==> config.mk <==
export PLATFORM = sky130hd
export DESIGN_NAME = pack_i64_stream
export DESIGN_NICKNAME = d
export VERILOG_FILES = /design/src/rtl/pack_i64_stream.sv
export SDC_FILE = /design/constraint.sdc
export NUM_CORES = 1
export LEC_CHECK = 0
export ABC_AREA = 1
export CELL_PAD_IN_SITES_DETAIL_PLACEMENT = 1
export CELL_PAD_IN_SITES_GLOBAL_PLACEMENT = 1
export CORE_MARGIN = 1.5
export CORE_UTILIZATION = 36
export CTS_BUF_LIST = sky130_fd_sc_hd__clkbuf_8
export DETAILED_ROUTE_END_ITERATION = 16
export PLACE_DENSITY = 0.79
export SLEW_MARGIN = 10
export SYNTH_ARGS = -nofsm -noshare
export SYNTH_HDL_FRONTEND = slang
export SYNTH_SLANG_ARGS = --single-unit
==> constraint.sdc <==
create_clock -name clk -period 1.8 [get_ports clk]
set_input_delay 0.36 -clock clk [delete_from_list [all_inputs] [get_ports clk]]
set_output_delay 0.36 -clock clk [all_outputs]
set_load 0.05 [all_outputs]
==> src/rtl/pack_i64_stream.sv <==
// ---------------------------------------------------------------------------
// pack_i64_stream
//   Streaming signed-LEB128 encoder. One W-bit two's-complement value is
//   taken per input handshake and its minimal-length LEB128 byte sequence
//   is emitted one byte per cycle, with out_last marking the final byte.
//   Back-to-back values are accepted on the final-byte handshake, so there
//   is no bubble between encodings.
//
//   Optional feature macro: LEB128_UNSIGNED_EN
//     When defined, the is_unsigned port exists. It is sampled together with
//     in_data; when it is 1 the value is encoded as unsigned LEB128 (logical
//     shift, stop once the remainder is zero).
//
// Ports
//   clk          in   clock, all state on rising edge
//   rstn         in   asynchronous active-low reset
//   in_data      in   W   value to encode
//   in_valid     in   in_data valid
//   in_ready     out  block can accept a value
//   out_data     out  8   current LEB128 byte
//   out_valid    out  out_data valid
//   out_ready    in   downstream accepts out_data
//   out_last     out  out_data is the final byte
//   out_len      out  4   total byte count of the current encoding
//   is_unsigned  in   unsigned encoding select (LEB128_UNSIGNED_EN only)
// ---------------------------------------------------------------------------
module pack_i64_stream #(
   parameter int W = 64
) (
   input  logic         clk,
   input  logic         rstn,
   input  logic [W-1:0] in_data,
   input  logic         in_valid,
   output logic         in_ready,
   output logic [7:0]   out_data,
   output logic         out_valid,
   input  logic         out_ready,
   output logic         out_last,
   output logic [3:0]   out_len
`ifdef LEB128_UNSIGNED_EN
   ,
   input  logic         is_unsigned
`endif
);

   localparam int         MAXB   = (W + 6) / 7;
   localparam logic [3:0] MAXB_L = 4'(MAXB);

   typedef enum logic [0:0] {
      ST_IDLE = 1'b0,
      ST_SEND = 1'b1
   } state_t;

   // Remainder after emitting the low 7 bits of r.
   function automatic logic [W-1:0] shift7(input logic [W-1:0] r, input logic uns);
      logic [W-1:0] res;
      if (uns) begin
         res = r >> 3'd7;
      end else begin
         res = W'($signed(r) >>> 3'd7);
      end
      return res;
   endfunction

   // True when the byte taken from r is the last one of the encoding.
   function automatic logic is_final(input logic [W-1:0] r, input logic uns);
      logic [W-1:0] rn;
      logic         fin;
      rn = shift7(r, uns);
      if (uns) begin
         fin = (rn == '0);
      end else begin
         fin = ((rn == '0) && !r[6]) || ((rn == '1) && r[6]);
      end
      return fin;
   endfunction

   // Minimal byte count: walks the same stop rule as the byte emitter so the
   // length reported up front always matches the bytes that follow.
   function automatic logic [3:0] min_len(input logic [W-1:0] v, input logic uns);
      logic [W-1:0] r;
      logic         fin;
      logic [3:0]   n;
      r   = v;
      fin = 1'b0;
      n   = 4'd0;
      for (int i = 0; i < MAXB; i++) begin
         if (!fin) begin
            n   = n + 4'd1;
            fin = is_final(r, uns) || (n == MAXB_L);
            r   = shift7(r, uns);
         end else begin
            r = r;
         end
      end
      return n;
   endfunction

   state_t       state_r, state_n;
   logic [W-1:0] sh_r, sh_n;       // remainder still to be emitted
   logic [7:0]   data_r, data_n;
   logic         last_r, last_n;
   logic [3:0]   len_r, len_n;
   logic         valid_r, valid_n;
   logic [3:0]   cnt_r, cnt_n;     // 1-based index of the byte on out_data
   logic         uns_r, uns_n;

   logic         uns_in_s;
   logic         take_s;
   logic         adv_s;
   logic [W-1:0] src_s;
   logic         src_uns_s;
   logic [3:0]   cnt_src_s;
   logic         done_s;

`ifdef LEB128_UNSIGNED_EN
   assign uns_in_s = is_unsigned;
`else
   assign uns_in_s = 1'b0;
`endif

   assign in_ready  = (state_r == ST_IDLE) | (valid_r & out_ready & last_r);
   assign take_s    = in_valid & in_ready;
   assign adv_s     = valid_r & out_ready;

   // A fresh value is encoded straight from in_data; otherwise continue from
   // the stored remainder.
   assign src_s     = take_s ? in_data  : sh_r;
   assign src_uns_s = take_s ? uns_in_s : uns_r;
   assign cnt_src_s = take_s ? 4'd1     : (cnt_r + 4'd1);
   assign done_s    = is_final(src_s, src_uns_s) || (cnt_src_s == MAXB_L);

   // Next-state and next-output logic.
   always_comb begin
      state_n = state_r;
      sh_n    = sh_r;
      data_n  = data_r;
      last_n  = last_r;
      len_n   = len_r;
      valid_n = valid_r;
      cnt_n   = cnt_r;
      uns_n   = uns_r;
      case (state_r)
         ST_IDLE: begin
            if (take_s) begin
               state_n = ST_SEND;
               sh_n    = shift7(src_s, src_uns_s);
               data_n  = {~done_s, src_s[6:0]};
               last_n  = done_s;
               len_n   = min_len(in_data, uns_in_s);
               valid_n = 1'b1;
               cnt_n   = cnt_src_s;
               uns_n   = uns_in_s;
            end else begin
               state_n = ST_IDLE;
            end
         end
         ST_SEND: begin
            if (adv_s && last_r) begin
               if (take_s) begin
                  state_n = ST_SEND;
                  sh_n    = shift7(src_s, src_uns_s);
                  data_n  = {~done_s, src_s[6:0]};
                  last_n  = done_s;
                  len_n   = min_len(in_data, uns_in_s);
                  valid_n = 1'b1;
                  cnt_n   = cnt_src_s;
                  uns_n   = uns_in_s;
               end else begin
                  state_n = ST_IDLE;
                  data_n  = 8'h00;
                  last_n  = 1'b0;
                  len_n   = 4'd0;
                  valid_n = 1'b0;
                  cnt_n   = 4'd0;
               end
            end else if (adv_s) begin
               sh_n   = shift7(src_s, src_uns_s);
               data_n = {~done_s, src_s[6:0]};
               last_n = done_s;
               cnt_n  = cnt_src_s;
            end else begin
               state_n = ST_SEND;
            end
         end
         default: begin
            state_n = ST_IDLE;
            valid_n = 1'b0;
            last_n  = 1'b0;
            data_n  = 8'h00;
            len_n   = 4'd0;
            cnt_n   = 4'd0;
         end
      endcase
   end

   // State and output registers.
   always_ff @(posedge clk or negedge rstn) begin
      if (!rstn) begin
         state_r <= ST_IDLE;
         sh_r    <= '0;
         data_r  <= 8'h00;
         last_r  <= 1'b0;
         len_r   <= 4'd0;
         valid_r <= 1'b0;
         cnt_r   <= 4'd0;
         uns_r   <= 1'b0;
      end else begin
         state_r <= state_n;
         sh_r    <= sh_n;
         data_r  <= data_n;
         last_r  <= last_n;
         len_r   <= len_n;
         valid_r <= valid_n;
         cnt_r   <= cnt_n;
         uns_r   <= uns_n;
      end
   end

   assign out_data  = data_r;
   assign out_last  = last_r;
   assign out_len   = len_r;
   assign out_valid = valid_r;

endmodule
==> impl_metrics.py, run 1 <==
metrics = {
    "floorplan": {
        "die-area_um2": 18300,
        "die_h_um": 135,
        "start_util_pct": 36.6,
        "fp.dieW_um": 135,
        "core.rowCount": 48,
        "core_area_um2": 17200,
        "ioPinCount": 83,
    },
    "routing": {
        "wire_per_inst_um": 23.0,
        "drtPass1Iterations": 7,
        "drc": 0,
        "routed-via-count": 8839,
        "postRouteAntennaNets": 0,
        "first_iter_violations": 722,
        "routed_wl_um": 34700,
        "routed_via_density": 5.85,
    },
    "sta": {
        "final_min_period_over_clock_period_pct": 219,
        "max_freq_mhz": 253,
        "worst_slack_ns": -2.15,
        "fin_hold_ws_ns": -0.00825,
        "slew_headroom_pct": 65.7,
        "setup_tns_ns": -31.84,
        "drv_slew": 0,
        "period_needed_ns": 3.95,
        "worst_slew_pin_slew_ns": 0.510,
        "setup_viol": 73,
        "finalHoldViolCount": 29,
        "grt_setup_unrepaired": "yes",
        "fin_worst_skew_ns": 0.0228,
    },
    "outcome": {
        "outcome": "finished, violations left",
        "violations": "hold timing, setup timing",
    },
    "synthesis": {
        "synth-main-ff-cell": "dfrtp_1",
        "synth_edf_count": 0,
        "syn_avg_cell_area_um2": 6.28,
        "ys_types": 37,
        "syn_inst": 1005,
        "ys_seq_area_share_pct": 33.3,
        "ys_warn_count": 0,
        "async_flop_share_pct": 100,
        "ys_seq_elements": 84,
        "syn-cell-area_um2": 6310,
        "synth_nets": 1081,
    },
    "final_layout": {
        "final_cell_mix": "nand2_1, buf_4, inv_1, dfrtp_1, o21ai_0",
        "diodes": 0,
        "final_common_cell": "nand2_1",
        "seqCellArea_um2": 2100,
        "nFillCells": 2180,
        "multi_input_area_um2": 4320,
        "fin_nets": 1358,
        "drive_above_1_share_pct": 42.7,
        "syn_to_final_growth_pct": 62.7,
    },
    "critical_path": {
        "r2r_setup_slack_ns": -0.78,
        "endpoint_kind": "flip-flop",
        "r2r_cells": 15,
        "crit_arrival_ns": 4.28,
        "crit_fanout": 6,
        "cp.required_ns": 2.13,
        "critical_path_class": "primary input to flip-flop",
        "worstSetupStartpointType": "primary input",
        "crit_path_top_delay_cell": "ha_4",
        "slowest_delay_ns": 0.28,
    },
    "power": {
        "pwr_density_cell_nw_per_um2": 425,
        "peakVddDrop_mv": 0.360,
        "leakage_nw": 4.84,
    },
    "placed_design": {
        "io_buffers": 82,
        "hpwl_um": 20300,
        "place.gp.congestion": 0.964,
        "preCtsSetupSlack_ns": -3.15,
    },
    "clock_tree": {
        "cts_buffers": 9,
        "cts_root_buf": "clkbuf_8",
        "cts_tree": "yes",
        "cts_hold_buf": 0,
        "h-tree-depth": 3,
        "cts_sinks": 84,
        "clock_latency_ns": 0.40,
        "cts.path.max_buffers": 2,
        "path_clk_slew_ns": 0.11,
    },
    "global_routing": {
        "grtUsageTotal_pct": 31.1,
        "use_met1_pct": 39.7,
        "antenna_found_initial": 0,
        "grt_pass1_vias": 8164,
        "grt_overflow": 0,
        "gr-usage-met2_pct": 53.1,
        "grt_busiest_layer": "met2",
        "grt_start_max_net_pins": 85,
        "grt_use_met3_pct": 5.27,
        "grt_pass1_wl_um": 43700,
    },
    "min_path": {
        "hp-class": "primary input to asynchronous set/reset pin",
    },
    "job": {
        "maxCapViolations": 0,
    },
}
==> worst max-delay path: cells and delay by family <==
family,cells,cell delay [ns]
AOI/OAI and AO/OA,3,0.41
adders and majority gates,4,0.93
buffers and inverters,4,0.31
and+or+nand+nor,18,2.24
==> layer usage <==
metal	share of wire [%]	wire length, um	vias up
li1	-	-	3821
met1	38	13000	4296
met2	48	16700	539
met3	7.7	2680	183
met4	6.7	2310	0
met5	0	0	-
==> cells by family after synthesis <==
group | share of synthesized area, %
buffers and inverters | 12.3
and+or+nand+nor | 35.1
DFF | 33.3
AOI/OAI and AO/OA | 17.4
xor gates and xnor gates | 0.277
adders and majority gates | 1.59
==> synthesized netlist by cell type, types with 9 or more instances <==
cell	count	area share, %
nor2_1	112	6.7
o22ai_1	10	0.99
dfrtp_1	84	33
nand3_1	38	3.0
clkbuf_1	19	1.1
nor3_1	18	1.4
a21oi_1	9	0.71
buf_2	12	0.95
nor4_1	13	1.3
o21ai_0	167	13
nand2_1	276	16
inv_1	142	8.4
nand4_1	32	3.2
==> path summary, 6_finish.rpt <==
kind | startpoint | to
min in group clk | in_data[24] | sh_r[17]
max | in_data[57] | out_len[2]
min reg2reg | sh_r[17] | sh_r[17]
min | rstn | state_r
max in group asynchronous | rstn | sh_r[37]
max reg2reg | out_valid | out_last
==> registers in the layout, indices dropped and copies added, names as in the netlist <==
| name | cells |
|---|---|
| out_valid | 1 |
| uns_r | 1 |
| sh_r | 64 |
| out_data | 8 |
| state_r | 1 |
| out_last | 1 |
| out_len | 4 |
| cnt_r | 4 |
==> per-stage QoR <==
stage | instance area (um^2) | util [%] | power (mW) | hold slack (ns) | std cells
2_1_floorplan | 6390 | - | 2.17 | 0.0644 | 1005
3_3_place_gp | 8610 | 50.0 | 2.72 | 0.440 | 1445
3_5_place_dp | 8610 | 50.0 | 2.75 | 0.439 | 1445
4_1_cts | 9320 | 54.1 | 4.23 | 0.00703 | 1482
5_1_grt | 10300 | 59.6 | 4.48 | 0.0218 | 1512
6_report | 10300 | 59.6 | 4.36 | -0.00825 | 1512
==> final cells by class <==
| type | instances | share of cell area, % |
|---|---|---|
| Timing Repair Buffer | 307 | 27.3 |
| Inverter | 148 | 5.55 |
| Sequential cell | 84 | 20.5 |
| Multi-Input combinational cell | 732 | 42.0 |
| Tap cell | 225 | 2.74 |
| Clock inverter | 5 | 0.426 |
| Clock buffer | 11 | 1.47 |
==> timing repair <==
action | 4_1_cts | 5_1_grt
gates cloned | 1 | 9
resized for setup | 404 | 216
pin swaps | 89 | 67
setup endpoints to repair | 8 | 43
buffers inserted | 22 | 21
endpoints found under the hold margin | 0 | 0
==> where the power goes <==
part	internal (mW)	switching [mW]	leakage, nW	total, mW
clock network	0.593	0.830	0.100	1.42
logic	0.483	0.572	3.97	1.05
registers	1.89	0	0.764	1.89
total	2.96	1.40	4.84	4.36
Power figures use the tool's default switching activity.
==> run 2: changes to the inputs <==
--- a/config.mk
+++ b/config.mk
@@ -9,10 +9,10 @@
 export CELL_PAD_IN_SITES_DETAIL_PLACEMENT = 1
 export CELL_PAD_IN_SITES_GLOBAL_PLACEMENT = 1
 export CORE_MARGIN = 1.5
-export CORE_UTILIZATION = 36
+export CORE_UTILIZATION = 35
 export CTS_BUF_LIST = sky130_fd_sc_hd__clkbuf_8
 export DETAILED_ROUTE_END_ITERATION = 16
-export PLACE_DENSITY = 0.79
+export PLACE_DENSITY = 0.77
 export SLEW_MARGIN = 10
 export SYNTH_ARGS = -nofsm -noshare
 export SYNTH_HDL_FRONTEND = slang
==> impl_metrics.py, run 2 (synthesis gave the netlist of run 1 again) <==
metrics = {
    "outcome": {
        "outcome": "finished, violations left",
        "violations": "setup timing",
    },
    "placed_design": {
        "place.gp.congestion": 0.917,
        "hpwl_um": 20700,
        "io_buffers": 82,
        "preCtsSetupSlack_ns": -3.07,
        "dp.cells": 1461,
    },
    "global_routing": {
        "grt_overflow": 0,
        "grt_start_max_net_pins": 68,
        "grt_pass1_vias": 8380,
        "grtUsageTotal_pct": 31.0,
        "grt_pass1_wl_um": 44100,
        "antenna_found_initial": 0,
    },
    "critical_path": {
        "crit_arrival_ns": 4.15,
        "critPathTopFamily": "simple AND/OR/NAND/NOR gates",
        "cp_num_buf_inv": 5,
        "worstSetupStartpointType": "primary input",
        "slowest_delay_ns": 0.33,
        "critical_path_class": "primary input to flip-flop",
        "worstSetupStartpoint": "in_data[14]",
        "r2r_setup_slack_ns": -0.88,
        "crit_fanout": 3,
        "reg2reg_to": "out_last",
        "endpoint": "out_len[1]",
        "cpMostUsedCell": "ha_4",
        "r2r_cells": 16,
        "path_depth": 27,
        "crit_path_top_delay_cell": "dlygate4sd2_1",
        "endpoint_kind": "flip-flop",
        "cp.required_ns": 2.09,
        "reg2reg_from": "out_valid",
    },
    "job": {
        "maxCapViolations": 0,
    },
    "routing": {
        "routed_wl_um": 35100,
        "routed-via-count": 8856,
        "drc": 0,
        "postRouteAntennaNets": 0,
        "first_iter_violations": 637,
        "drtPass1Iterations": 5,
        "routed_via_density": 5.79,
        "wire_per_inst_um": 23.0,
    },
    "final_layout": {
        "fin_util_pct": 57.9,
        "largest_register": "sh_r",
        "fin_nets": 1375,
        "diodes": 0,
        "largest_register_ffs": 64,
        "syn_to_final_growth_pct": 60.3,
        "layout.cells.non_filler": 1529,
        "drive_above_1_share_pct": 40.2,
        "final_common_cell": "nand2_1",
        "final_cell_mix": "nand2_1, buf_4, inv_1, dfrtp_1, o21ai_0",
    },
    "floorplan": {
        "die-area_um2": 18900,
        "core_area_um2": 17500,
        "start_util_pct": 36.1,
        "core.rowCount": 48,
        "die_h_um": 137,
        "ioPinCount": 83,
        "fp.dieW_um": 137,
    },
    "power": {
        "leakage_nw": 4.85,
        "pwr_density_cell_nw_per_um2": 423,
        "power_mw": 4.28,
        "peakVddDrop_mv": 0.432,
    },
    "sta": {
        "drv_slew": 0,
        "grt_setup_unrepaired": "yes",
        "finalHoldViolCount": 0,
        "worst_slew_pin_slew_ns": 0.480,
        "fin_hold_ws_ns": 0.405,
        "final_min_period_over_clock_period_pct": 214,
        "period_needed_ns": 3.86,
        "fin_worst_skew_ns": 0.0170,
        "worst_slack_ns": -2.06,
        "max_freq_mhz": 259,
        "slew_headroom_pct": 67.7,
        "setup_viol": 71,
    },
    "clock_tree": {
        "cts_tree": "yes",
        "cts_buffers": 9,
        "path_clk_slew_ns": 0.10,
        "cts.path.max_buffers": 2,
        "h-tree-depth": 3,
        "cts_sinks": 84,
        "cts_root_buf": "clkbuf_8",
        "clock_latency_ns": 0.40,
    },
    "min_path": {
        "hp-class": "primary input to flip-flop",
    },
}
run 2: cell count changes in the layout (fill, tap and decap cells not counted), moves of 5 or more:
| cell | before | now |
|---|---|---|
| a21oi_1 | 2 | 7 |
| buf_2 | 19 | 38 |
| buf_4 | 199 | 211 |
| buf_6 | 44 | 26 |
| nand2_1 | 230 | 239 |
| nand2_2 | 42 | 34 |
| nor2_1 | 60 | 66 |
| nor2_2 | 39 | 32 |
| o21ai_0 | 71 | 76 |
| o21ai_1 | 56 | 65 |
| o21ai_2 | 49 | 31 |
run 2: layout make-up:
class | instances | area, um^2
repair buffers | 323 | 2790
clock buffers | 9 | 124
multi-input cells | 733 | 4190
flip-flops and latches | 84 | 2100
inverters | 148 | 567
clock inverters | 7 | 61.3
fillers | 2240 | 7360
well taps | 225 | 282
run 2: where the power goes:
part           internal [mW]  switching, mW
sequential              1.89              0
clock                  0.525          0.838
combinational          0.474          0.559
total                   2.88           1.40
run 2: worst reg2reg max path: stages, from the launching register on:
cell and delay (ns):
dfrtp_2 0.44, nand2_4 0.08, nor2_4 0.04, nor2_4 0.23, nor2_8 0.09, buf_8 0.16, buf_16 0.14, buf_4 0.14
o21ai_2 0.18, nand2_1 0.09, nor4_2 0.30, nand2_1 0.15, nor2_2 0.15, nand3_2 0.14, nand3_2 0.12, nand2_1 0.06
o21ai_1 0.08
run 2: what timing repair did:
item,in CTS,in global routing
hold buffers,1,0
setup endpoints to repair,15,63
cloned,4,8
pin swaps,85,76
setup buffers,25,15
hold endpoints to repair,29,0
resized for setup,330,199
run 2: how the worst min path moves through the flow:
stage / start / to / slack (ns) / cells after the start
global placement: rstn / out_data[7] / 0.34 / 1
detailed placement: rstn / out_data[7] / 0.35 / 1
finish: in_data[24] / sh_r[17] / 0.40 / 5
CTS: in_data[24] / sh_r[17] / 0.38 / 5
global route: in_data[26] / sh_r[19] / 0.45 / 5
floorplan: rstn / cnt_r[0] / 0.06 / 0
run 2: through the flow:
stage	setup TNS, ns	cell area (um^2)
2_1_floorplan	-8.14	6390
3_3_place_gp	-25.50	8730
3_5_place_dp	-33.02	8730
4_1_cts	-9.21	9480
5_1_grt	-33.76	10100
6_report	-28.25	10100
run 2: per-layer routing:
metal	routed length, um	share of wire (%)	track usage [%]	up-vias
met5	0	0	0	-
met2	16900	48	52.4	480
met4	2070	5.9	12.5	0
met3	2490	7.1	5.41	165
met1	13600	39	39.1	4355
li1	-	-	-	3856
==> RTL change, RTL diff (flow settings as in run 1) <==
Add a define of `LEB128_UNSIGNED_EN`.
--- a/src/rtl/pack_i64_stream.sv
+++ b/src/rtl/pack_i64_stream.sv
@@ -25,4 +25,6 @@
 //   is_unsigned  in   unsigned encoding select (LEB128_UNSIGNED_EN only)
 // ---------------------------------------------------------------------------
+`define LEB128_UNSIGNED_EN
+
 module pack_i64_stream #(
    parameter int W = 64
Interface: changed (added is_unsigned); port bits go from 83 to 84. No check against the original RTL was run, so the function may have changed too.
==> RTL change against run 1 <==
  * The flow finishes with violations (negative setup slack)
  * Synthesized area up 1.3%
  * Critical path depth up 1
  * Sequential cell count unchanged
  * Cell area up 2.8%
  * Via count up 1.8%
  * Synthesized cell count up 2.0%
  * Wire length up 1.7%
  * Worst setup slack better by 380 ps
  * Maximum frequency up 11%
Power is not compared: it rests on default switching activity, and its combinational part moved more than twofold at a synthesized area within 25%.
==> RTL change: results (changes against run 1) <==
Layout
  – Final non-filler cell total: 1569 (+3.8%)
  – Nets: 1416 (+4.3%)
  – Share of cells above drive strength 1: 0.4211 (-0.005442)
  – Fill count: 2214 (+1.6%)
  – Ant diodes: 0 (unchanged)
  – Top reg by flops: sh_r
  – Max reg flops: 64 (unchanged)

Placement
  – Port bufs: 83 (+1.2%)
  – Placed Cells incl. Taps: 1493 (+3.3%)
  – Post-DP Area: 8936 um^2 (+3.7%)
  – GPL Wtd Cong: 0.9429 (-2.2%)
  – Worst slack, placed: -2679 ps (+473.0 ps)
  – Hpwl dp: 22320 um (+10%)

STA
  – Final setup fails: 15 (-79%)
  – Worst Slack Setup Final: -1771 ps (+375.8 ps)
  – Setup TNS: -12070 ps (+19770 ps)
  – Max-slew headroom: 0.6764 (+0.01988)
  – Clock skew after layout: 16.95 ps (-5.882 ps)

Power
  – Worst IR Drop VDD: 940.5 uV
  – Switching share of power: 0.4821
  – LEAKAGE: 0.004834 uW
  – Total sequential power: 3090 uW
  – Int Pwr: 6110 uW

Global route
  – All-Layer GR Usage: 0.3599 (+0.04837)
  – Pin count of the biggest net entering global routing: 45 (-47%)
  – First-pass GRT wire length: 50480 um (+16%)
  – Vias in the first global route: 9319 (+14%)

Setup path
  – Largest delay share family, worst path: simple AND/OR/NAND/NOR gates
  – Worst Path Max Fanout: 5 (-1)
  – Worst Path Arrival: 3850 ps (-430 ps)
  – CP max stage delay: 270 ps

Routing
  – 1st-pass router iterations: 5 (-2)
  – WL final: 35310 um (+1.7%)
  – DRT iter0 DRCs: 691 (-4.3%)
  – Vias: 8996 (+1.8%)

CTS
  – CTS Hold Bufs: 1 (+1)
  – CTS Buffer Depth: 2 (unchanged)
  – CTS resizes: 411 (+1.7%)
  – Root Driver: clkbuf_8
  – Setup bufs post-CTS: 45 (+100%)

Outcome
  – Failing checks: negative setup slack
  – Outcome: complete, but fails checks

Yosys
  – Cell variety after synth: 44 (+19%)
  – Synthesized net count: 1102 (+1.9%)
  – Synth top cells by count: 299 x nand2_1, 158 x o21ai_0, 145 x nor2_1, 118 x inv_1, 84 x dfrtp_1
  – Synth Area in Compound Gates: 0.1705 (-0.003684)
  – Top post-synthesis cells by area: dfrtp_1 33%, nand2_1 18%, o21ai_0 12%, nor2_1 8.5%, inv_1 6.9%
  – Post-synthesis sequential area ratio: 0.3284 (-0.004425)
  – Adder-Cell Fraction of Synth Area: 0.01564 (-0.0002107)
  – XOR/XNOR share of the synthesized area: 0.002737 (-0.00003688)
  – Mean Syn Cell Area: 6.244 um^2 (-0.63%)
## RTL change: cell count changes in the layout (fill, tap and decap cells not counted), moves of 7 or more
| cell | run 1 | this run |
|---|---|---|
| o21ai_0 | 71 | 110 |
| nor2_1 | 60 | 88 |
| nand2_1 | 230 | 256 |
| o21ai_1 | 56 | 30 |
| buf_4 | 199 | 224 |
| inv_1 | 124 | 99 |
| o21ai_2 | 49 | 31 |
| o21ai_4 | 0 | 9 |
| buf_2 | 19 | 27 |
| a31oi_1 | 0 | 7 |
| clkbuf_16 | 8 | 1 |
## RTL change: cell type report
type / count / area, um^2 / area share
well taps: 225 / 281.5 / 0.02665
repair buffers: 338 / 2975 / 0.2816
clock inverters: 7 / 76.32 / 0.007224
multi-input cells: 780 / 4519 / 0.4278
inverters: 126 / 484.2 / 0.04583
flip-flops and latches: 84 / 2105 / 0.1992
clock buffers: 9 / 123.9 / 0.01172
## RTL change: worst paths after layout
kind                                  startpoint                     end  slack (ps)  depth (start not counted)
setup reg to reg           out_valid$_DFFE_PN0P_    out_last$_DFFE_PN0P_        -790                         17
hold reg to reg              sh_r[2]$_DFFE_PN0P_     sh_r[2]$_DFFE_PN0P_         490                          2
hold / removal                              rstn     sh_r[6]$_DFFE_PN0P_         340                          2
min in group clk                     in_data[17]    sh_r[10]$_DFFE_PN0P_         400                          5
setup / recovery                     in_data[25]  out_len[2]$_DFFE_PN0P_       -1770                         30
max in group asynchronous                   rstn    sh_r[39]$_DFFE_PN0P_         870                          3
## RTL change: per-layer routing
metal | global-route usage | vias to the layer above | part of all wire
met5 | 0 | - | 0
met4 | 0.1868 | 0 | 0.065
li1 | - | 3957 | -
met1 | 0.4377 | 4385 | 0.38
met2 | 0.6027 | 485 | 0.49
met3 | 0.06935 | 169 | 0.068
